### src/rtl/vector_mem_seq.sv
// Vector load/store sequencer: serializes a 256-bit VST into 16 element writes, and
// gathers 16 element reads into a 256-bit VLD result.
module vector_mem_seq #(
  parameter int unsigned ELEM_W = 16,
  parameter int unsigned ELEMS  = 16
) (
  input  logic                     clk,
  input  logic                     rst,
  input  logic                     start,
  input  logic [3:0]               functype,
  input  logic [15:0]              addr,
  input  logic [ELEM_W*ELEMS-1:0]  storeData,
  output logic [15:0]              memAddr,
  output logic [ELEM_W-1:0]        memWrData,
  output logic                     memWr,
  output logic                     memRd,
  input  logic [ELEM_W-1:0]        memRdData,
  output logic [ELEM_W*ELEMS-1:0]  loadData,
  output logic                     loadValid,
  output logic                     busy,
  output logic                     done
);

  localparam int unsigned CW = $clog2(ELEMS);
  localparam logic [3:0] FnVld = 4'b0100;
  localparam logic [3:0] FnVst = 4'b0101;

  typedef enum logic [2:0] {StIdle, StStore, StLoad, StDrain, StDone} state_e;

  state_e            state_q, state_d;
  logic [CW-1:0]     cnt_q, cnt_d;
  logic [CW-1:0]     cap_q;
  logic              rd_q;
  logic              is_vld_q;
  logic [15:0]       base_q;
  logic [ELEM_W-1:0] st_lanes_q [ELEMS];
  logic [ELEM_W-1:0] ld_lanes_q [ELEMS];

  logic accept;
  logic last;

  assign accept = start && !busy && (functype == FnVld || functype == FnVst);
  assign last   = (cnt_q == CW'(ELEMS - 1));

  always_comb begin
    state_d = state_q;
    cnt_d   = cnt_q;
    unique case (state_q)
      StIdle, StDone: begin
        if (accept) begin
          state_d = (functype == FnVst) ? StStore : StLoad;
          cnt_d   = '0;
        end else begin
          state_d = StIdle;
        end
      end
      StStore: begin
        cnt_d = cnt_q + 1'b1;
        if (last) state_d = StDone;
      end
      StLoad: begin
        cnt_d = cnt_q + 1'b1;
        if (last) state_d = StDrain;
      end
      StDrain: state_d = StDone;
      default: state_d = StIdle;
    endcase
  end

  // Bus outputs are decoded from state so that reset forces them low on the next cycle.
  always_comb begin
    memAddr   = '0;
    memWrData = '0;
    memWr     = 1'b0;
    memRd     = 1'b0;
    busy      = 1'b0;
    done      = 1'b0;
    loadValid = 1'b0;
    unique case (state_q)
      StStore: begin
        memWr     = 1'b1;
        memAddr   = base_q + 16'(cnt_q);
        memWrData = st_lanes_q[cnt_q];
        busy      = 1'b1;
      end
      StLoad: begin
        memRd   = 1'b1;
        memAddr = base_q + 16'(cnt_q);
        busy    = 1'b1;
      end
      StDrain: busy = 1'b1;
      StDone: begin
        done      = 1'b1;
        loadValid = is_vld_q;
      end
      default: ;
    endcase
  end

  always_ff @(posedge clk) begin
    if (rst) begin
      state_q  <= StIdle;
      cnt_q    <= '0;
      cap_q    <= '0;
      rd_q     <= 1'b0;
      is_vld_q <= 1'b0;
      base_q   <= '0;
      for (int i = 0; i < int'(ELEMS); i++) ld_lanes_q[i] <= '0;
    end else begin
      state_q <= state_d;
      cnt_q   <= cnt_d;
      // Read data arrives one cycle after the strobe; rd_q marks the capture cycle.
      rd_q    <= memRd;
      if (accept) begin
        base_q   <= addr;
        is_vld_q <= (functype == FnVld);
        cap_q    <= '0;
        if (functype == FnVst) begin
          for (int i = 0; i < int'(ELEMS); i++) begin
            st_lanes_q[i] <= storeData[i*ELEM_W +: ELEM_W];
          end
        end
      end
      if (rd_q) begin
        ld_lanes_q[cap_q] <= memRdData;
        cap_q             <= cap_q + 1'b1;
      end
    end
  end

  for (genvar g = 0; g < int'(ELEMS); g++) begin : g_load
    assign loadData[g*ELEM_W +: ELEM_W] = ld_lanes_q[g];
  end

endmodule
### config.mk
export PLATFORM = sky130hd
export DESIGN_NAME = vector_mem_seq
export DESIGN_NICKNAME = d
export VERILOG_FILES = /design/src/rtl/vector_mem_seq.sv
export SDC_FILE = /design/constraint.sdc
export NUM_CORES = 1
export LEC_CHECK = 0
export ABC_AREA = 1
export CAP_MARGIN = 20
export CORE_MARGIN = 4
export CORE_UTILIZATION = 44
export DETAILED_ROUTE_END_ITERATION = 8
export PLACE_DENSITY_LB_ADDON = 0.1
export SLEW_MARGIN = 5
export SYNTH_ARGS = -nofsm -noshare
export SYNTH_HDL_FRONTEND = slang
export SYNTH_SLANG_ARGS = --single-unit
### constraint.sdc
create_clock -name clk -period 21.8 [get_ports clk]
set_input_delay 3.27 -clock clk [delete_from_list [all_inputs] [get_ports clk]]
set_output_delay 3.27 -clock clk [all_outputs]
set_load 0.03 [all_outputs]
* Word level (Yosys, flattened, before mapping)
Memory sizes are Yosys's and may differ from the RTL's. A register that Yosys moved wholly into a read port is not among the register bits.
Cells that the tools add are included.
** Cells by class
- Multiplexer cells :: 29
- $add $sub $neg :: 3
- Equal/unequal tests :: 10
- Reductions and logical operators :: 13
** Operators by type and width (count)
- $mux W16 :: 3
- $mux W4 :: 5
- $add A16 B4 Y16 :: 1
- $reduce_or A16 Y1 :: 1
- $mux W1 :: 15
- $pmux W3 S4 :: 1
- $add A4 B1 Y4 const B :: 2
- $eq A4 B3 Y1 const B :: 2
- $pmux W4 S2 :: 1
- $eq A3 B2 Y1 const B :: 2
- $mux W3 :: 2
- $ne A2 B2 Y1 const B :: 3
- $eq A4 B4 Y1 const B :: 1
- $mux W2 :: 2
- $reduce_and A2 Y1 :: 2
- $reduce_bool A2 Y1 :: 2
- $reduce_or A2 Y1 :: 2
- $eq A3 B1 Y1 const B :: 1
- $eq A3 B3 Y1 const B :: 1
- $logic_not A3 Y1 :: 1
- $reduce_or A3 Y1 :: 1
- $logic_and A1 B1 Y1 :: 2
- $logic_not A1 Y1 :: 1
- $logic_or A1 B1 Y1 :: 1
** Word-level totals
- Output and inout port bits :: 293
- Register bits :: 29
- Logic and storage cells :: 63
- Memory bits (writable) :: 512
- Memories :: 2
- Input bits :: 295
** Memories
- ld_lanes_q :: depth 16, width 16, rd ports 16, clocked after Yosys merged registers in 0, write ports 16, line 37 : logic [ELEM_W-1:0] ld_lanes_q [ELEMS];
- st_lanes_q :: depth 16, width 16, rd ports 1, clocked after Yosys merged registers in 1, write ports 16, line 36 : logic [ELEM_W-1:0] st_lanes_q [ELEMS];

* Longest topological paths before layout
Gate-level depths: netlist of the first run.
- Depth after elaboration :: 10
- Gate-level depth with buffers :: 10
- Depth with buffers taken out :: 10

* Worst setup path after synthesis of the first run
OpenSTA, ideal clock, no wires.
- Kind :: input-to-reg
- Start :: in functype[1]
- End :: mem st_lanes_q[0][0] (enable)
- Arrival :: 20.776 ns
- Buffers on the path :: 0
- Path slack :: -0.162 ns
- Required time :: 20.614 ns
- Cell stages on the path :: 3
- Setup time :: 1.186 ns
- Cell sequence :: inv_1 -> nand4_1 -> nor3_1
** RTL lines
- from (decl) :: line 10 : input logic [3:0] functype,
- to (decl) :: line 36

==> results.md, run 1 <==
* Status: complete, no violations
* WL met2 at 36.7 mm
* PwrDens at 77.7 mW/mm^2
* Gp weighted congestion at 0.883
* Area leader, netlist: edfxtp_1
* DRT iter0 DRCs at 1217
* Largest family of logic cells by synthesized area: simple AND/OR/NAND/NOR gates
* Final Max Slew Viols at 0
* Vias in the first global route at 16000
* Yosys cell types at 37
* Area added between synthesis and finish at 36.4%
* Layout Cells excl Fill at 3163
* Crit start category: register
* Tmin final at 7.14 ns
* P_sw at 0.547 mW
* CTS Hold Bufs at 0
* Clock network power share at 39.5%
* NumNets Final at 2758
* Dominant synthesized flop cell: edfxtp_1
* Stages on worst setup path at 9
* Final setup TNS at 0 ns
* Total number of vias at 15800
* Number of I/O port buffers at 587
* Root Driver: clkbuf_16
* Commonest cells post-synth: edfxtp_1 (512), nand2_1 (457), nor2_1 (297), inv_1 (188), nand3_1 (181)
* Met3 Wirelength at 5.46 mm
* Crit path top cell by count: nand2_1
* WL met1 at 25.8 mm
* Delay of the slowest critical-path stage at 0.74 ns
* Simple-gate share of the synthesized area at 19.0%
* CTS tree: built
* Post-route ant nets at 0
* Post-Synthesis Cell Area at 0.0220 mm^2
* GRT Total Usage at 25.4%
* Largest net degree at the start of global routing at 179
* Placeable Area at 0.0492 mm^2
* Syn Area/Cell at 11.6 um^2
* Wirelength, routed at 70.7 mm
* Layout cells sized above 1 at 5.53%
* Worst path arrival time at 3.87 ns
* Seq/Total Area, Yosys at 72.9%
* Yosys reg bits at 545
* Worst VDD drop at 0.0000584 V
* Clock sink count at 545
* Mux share of post-synthesis cell area at 0%
* P_int at 1.79 mW
* Post-CTS Resized at 0
* Sequential power share at 50.4%
* CP top delay family: buffers and inverters
* Inst Count DP at 3060
* Power share of the combinational group at 10.0%
* Yosys warning count at 0
* Clock slew at reported path FFs at 0.06 ns
* XOR/XNOR share of the synthesized area at 0.119%
* Fin crit share at 32.7%
* Clock skew at 0.0227 ns
* Initial Util at 44.8%
* DIE WIDTH at 232 um
* Endpoint type of the worst setup path: output pin
* Slowest cell on the critical path: clkdlybuf4s50_1
* Setup Buffers After CTS at 0
* H-tree levels at 2
* I/O pins at 588
* Synth area leaders: edfxtp_1 (70%), nand2_1 (7.8%), nor2_1 (5.1%)
* Setup violators final at 0
* Max Clk Rate at 140 MHz
* Post-DP HPWL at 52.5 mm
* Tightest Pin Transition at 1.04 ns
* Switching Share at 23.5%
* CP cell instances: inv_4 > buf_4 > nand2_1 > nand2_1 > nand2_1 > nand3_1 > nand3_1 > a21oi_1 > clkdlybuf4s50_1
* Max Cap Viol at 0
* Initial antenna violation count at 8
* Syn Inst Count at 1892
* Leak pwr at 11.9 nW
* Grt ovf at 0
* Final hold viol count at 0
* DR top layer: met5
* Crit path required time at 18.53 ns
* Die area at 0.0537 mm^2
* Top cell type's share of synthesized area at 69.9%
* Hold depth at 1
* Drt drc at 0
* WL/cell at 22.4 um
* First-pass GRT wire length at 101 mm
* Clock Latency Late Sink at 0.60 ns
* CTS Buffer Depth at 3
* Synth Area in Compound Gates at 1.50%
* Crit path kind: register to output pin
* Die Ht at 232 um
* HP Class: register to register
* Asr flop ratio synth at 0%
* Unrepaired setup endpoints after global routing: no
* Std-Cell Rows at 81
* EDFF count, synth at 512
* Drt via density at 4.98
* CP max FO at 74
* Most common cell in the netlist: edfxtp_1
* R2r worst-path depth at 7
* Num CTS Buffers at 55
* Drt pass-1 iters at 5
* CP bufs+invs at 3
* Synth Net Count at 2197
* Max-slew headroom at 30.8%
* Post-Synth Adder-Cell Area at 0.603%
## flip-flops by register name (all words and copies together) (netlist names), named ones only
register / count
base_q: 16
cap_q: 4
cnt_q: 4
is_vld_q: 1
ld_lanes_q: 256
rd_q: 1
st_lanes_q: 256
state_q: 3
## layout by cell type, fill, tap and decap left out, drive strengths merged
cell type	instances
clkdlybuf4s50	587
edfxtp	512
nand2	476
nor2	313
inv	196
nand3	182
clkbuf	68
a21oi	36
dfxtp	33
o21ai	24
clkinv	23
buf	10
ha	9
diode	4
nand4	4
bufinv	4
clkinvlp	4
nor3	3
xnor2	2
and3	1
o211ai	1
o31ai	1
nor4	1
a211oi	1
nor3b	1
a31oi	1
xor2	1
fa	1
## final timing paths
kind                   start           endpoint  slack, ns
setup reg to reg  state_q[0]  st_lanes_q[3][13]      18.74
hold reg to reg   state_q[2]         state_q[2]       0.46
hold / removal    state_q[2]         state_q[2]       0.46
setup / recovery    register       memWrData[5]      14.66
## area by class of cell
type,count,area [um^2]
clock inverters,31,283
diodes,4,10.0
inverters,196,743
well taps,664,831
fillers,3973,19100
flip-flops and latches,545,16000
clock buffers,68,1470
multi-input cells,1058,4680
repair buffers,597,5960
## cells by family after synthesis
logic type,Yosys count
simple gates,981
flops,545
buf+inv,289
compound gates,64
fa+ha+maj,10
xor+xnor,3
## metal layers
metal  global-route usage [%]  up-vias
li1                         -     7388
met1                     29.4     7584
met2                     46.2      675
met3                     5.64      112
met4                     9.51        8
met5                        0        -
## power groups by stage
stage          Sequential (mW)  Clock [mW]  Combinational [mW]
5_1_grt                   1.18       0.977               0.248
4_1_cts                   1.18       0.938               0.236
3_5_place_dp              1.20           0               0.236
3_3_place_gp              1.20           0               0.234
2_1_floorplan             1.23           0              0.0705
6_report                  1.18       0.922               0.234
## through the flow
step	total power [mW]	util [%]	hold WS (ns)	setup WS (ns)	area, um^2
2_1_floorplan	1.30	-	0.414	7.81	22000
3_3_place_gp	1.43	57.5	0.430	15.26	28300
3_5_place_dp	1.43	57.5	0.452	15.28	28300
4_1_cts	2.35	61.0	0.461	14.61	30000
5_1_grt	2.40	61.1	0.484	14.43	30000
6_report	2.33	61.1	0.459	14.66	30000
(Power assumes the default switching activity.)
==> inputs of run 2 (changes only) <==
CORE_AREA = 4 4 224 226   (was unset)
CORE_MARGIN = unset   (was 4)
CORE_UTILIZATION = unset   (was 44)
DIE_AREA = 0 0 228 230   (was unset)
clock period = 6.9 ns   (was 21.8 ns; I/O delays follow)
==> results.md, run 2 (synthesis results as in run 1) <==
* Post-CTS Resized at 0
* Area after DPL at 0.0282 mm^2
* Clock slew at reported path FFs at 0.06 ns
* Clock sink count at 545
* CP top delay family: buffers and inverters
* I/O pins at 588
* PwrDens at 249 mW/mm^2
* Wirelength, routed at 72.0 mm
* Crit path kind: register to output pin
* Crit path top cell by count: nand3_1
* NumNets Final at 2758
* Max Cap Viol at 0
* Crit path required time at 5.86 ns
* Layout cells sized above 1 at 5.65%
* Tmin final at 4.99 ns
* Std-Cell Rows at 81
* Setup Buffers After CTS at 0
* Tightest Pin Transition at 1.04 ns
* Delay of the slowest critical-path stage at 0.77 ns
* DRT iter0 DRCs at 1523
* Final hold viol count at 0
* Worst VDD drop at 0.000165 V
* Leak pwr at 12.0 nW
* Total power draw at 7.48 mW
* CTS Hold Bufs at 0
* Inst Count DP at 3018
* Critical Path End: memWrData[13]
* Grt ovf at 0
* Drt drc at 0
* GRT Total Usage at 26.7%
* Cell area after layout at 0.0300 mm^2
* Slowest cell on the critical path: clkdlybuf4s50_1
* Fin crit share at 72.4%
* Number of I/O port buffers at 587
* Crit start category: register
* Core Util, Final at 62.1%
* Max Clk Rate at 200 MHz
* DIE WIDTH at 228 um
* Initial Util at 45.5%
* Post-route ant nets at 0
* CTS tree: built
* Clock Latency Late Sink at 0.61 ns
* CP bufs+invs at 3
* Die area at 0.0524 mm^2
* Placeable Area at 0.0483 mm^2
* R2r worst-path depth at 6
* Area added between synthesis and finish at 36.5%
* Final Max Slew Viols at 0
* HP Class: register to register
* CP max FO at 95
* Most frequent cells in the layout: clkdlybuf4s50_1 (587), edfxtp_1 (512), nand2_1 (457)
* Clock skew at 0.0192 ns
* H-tree levels at 2
* Layout Cells excl Fill at 3124
* First-pass GRT wire length at 105 mm
* Largest net degree at the start of global routing at 181
* Stages on worst setup path at 8
* Max-slew headroom at 30.6%
* Post-DP HPWL at 52.9 mm
* Total number of vias at 16200
* Status: complete, no violations
* Worst path arrival time at 3.96 ns
* Unrepaired setup endpoints after global routing: no
* CTS Buffer Depth at 3
* Biggest regs: ld_lanes_q (256), st_lanes_q (256), base_q (16)
* Reg-to-reg critical path startpoint: state_q[0]
* Drt via density at 5.17
* Reg2reg end: st_lanes_q[3][8]
* Endpoint type of the worst setup path: output pin
* Most common cell after layout, fill and taps aside: clkdlybuf4s50_1
* CP cell instances: inv_4 > buf_4 > nand2_1 > nand3_1 > nand3_1 > nand3_1 > a21oi_1 > clkdlybuf4s50_1
* Setup violators final at 0
* Reg2Reg Setup Slack at 4.29 ns
* Die Ht at 230 um
* Vias in the first global route at 16400
* Num CTS Buffers at 55
* Initial antenna violation count at 12
* WL/cell at 23.0 um
* Drt pass-1 iters at 6
* Root Driver: clkbuf_16
* Gp weighted congestion at 0.886
[run 2: cell types whose count changed in the layout (fill, tap and decap cells not counted), moves of 2 or more]
cell / before / now
inv_1: 187 / 185
diode_2: 4 / 7
clkinv_1: 9 / 12
clkbuf_8: 2 / 0
bufinv_16: 4 / 7
clkinvlp_4: 3 / 6
clkbuf_1: 10 / 6
[run 2: final cells by class]
class	count	area [um^2]
fillers	3842	18300
flip-flops and latches	545	16000
repair buffers	597	5960
multi-input cells	1058	4680
clock buffers	62	1420
well taps	622	778
inverters	196	751
clock inverters	37	388
diodes	7	17.5
[run 2: power breakdown]
part / switching [mW] / internal (mW) / total [mW]
sequential: 0.0389 / 3.68 / 3.72
combinational: 0.427 / 0.300 / 0.727
clock: 1.29 / 1.75 / 3.03
total: 1.76 / 5.72 / 7.48
[run 2: how the worst min path moves through the flow]
stage                           from    endpoint  slack, ns  cells after the start
after floorplan           state_q[2]  state_q[2]       0.41                      1
after global placement    state_q[2]  state_q[2]       0.43                      1
after detailed placement  state_q[2]  state_q[2]       0.46                      1
after CTS                 state_q[2]  state_q[2]       0.47                      1
after global routing      state_q[2]  state_q[2]       0.48                      1
final                     state_q[2]  state_q[2]       0.47                      1
[run 2: routing by layer]
layer | up-vias | routed length (um) | GRT usage [%]
met5 | - | 76 | 0
met4 | 10 | 2690 | 9.70
met3 | 133 | 5750 | 6.71
met2 | 825 | 37200 | 48.3
met1 | 7810 | 26200 | 30.7
li1 | 7381 | - | -
[run 2: stage by stage]
| step | TNS [ns] | worst slack [ns] | hold slack [ns] |
|---|---|---|---|
| 4_1_cts | 0 | 1.89 | 0.465 |
| 6_report | 0 | 1.91 | 0.467 |
| 2_1_floorplan | -215.99 | -0.844 | 0.414 |
| 5_1_grt | 0 | 1.67 | 0.481 |
| 3_5_place_dp | 0 | 2.56 | 0.455 |
| 3_3_place_gp | 0 | 2.59 | 0.432 |
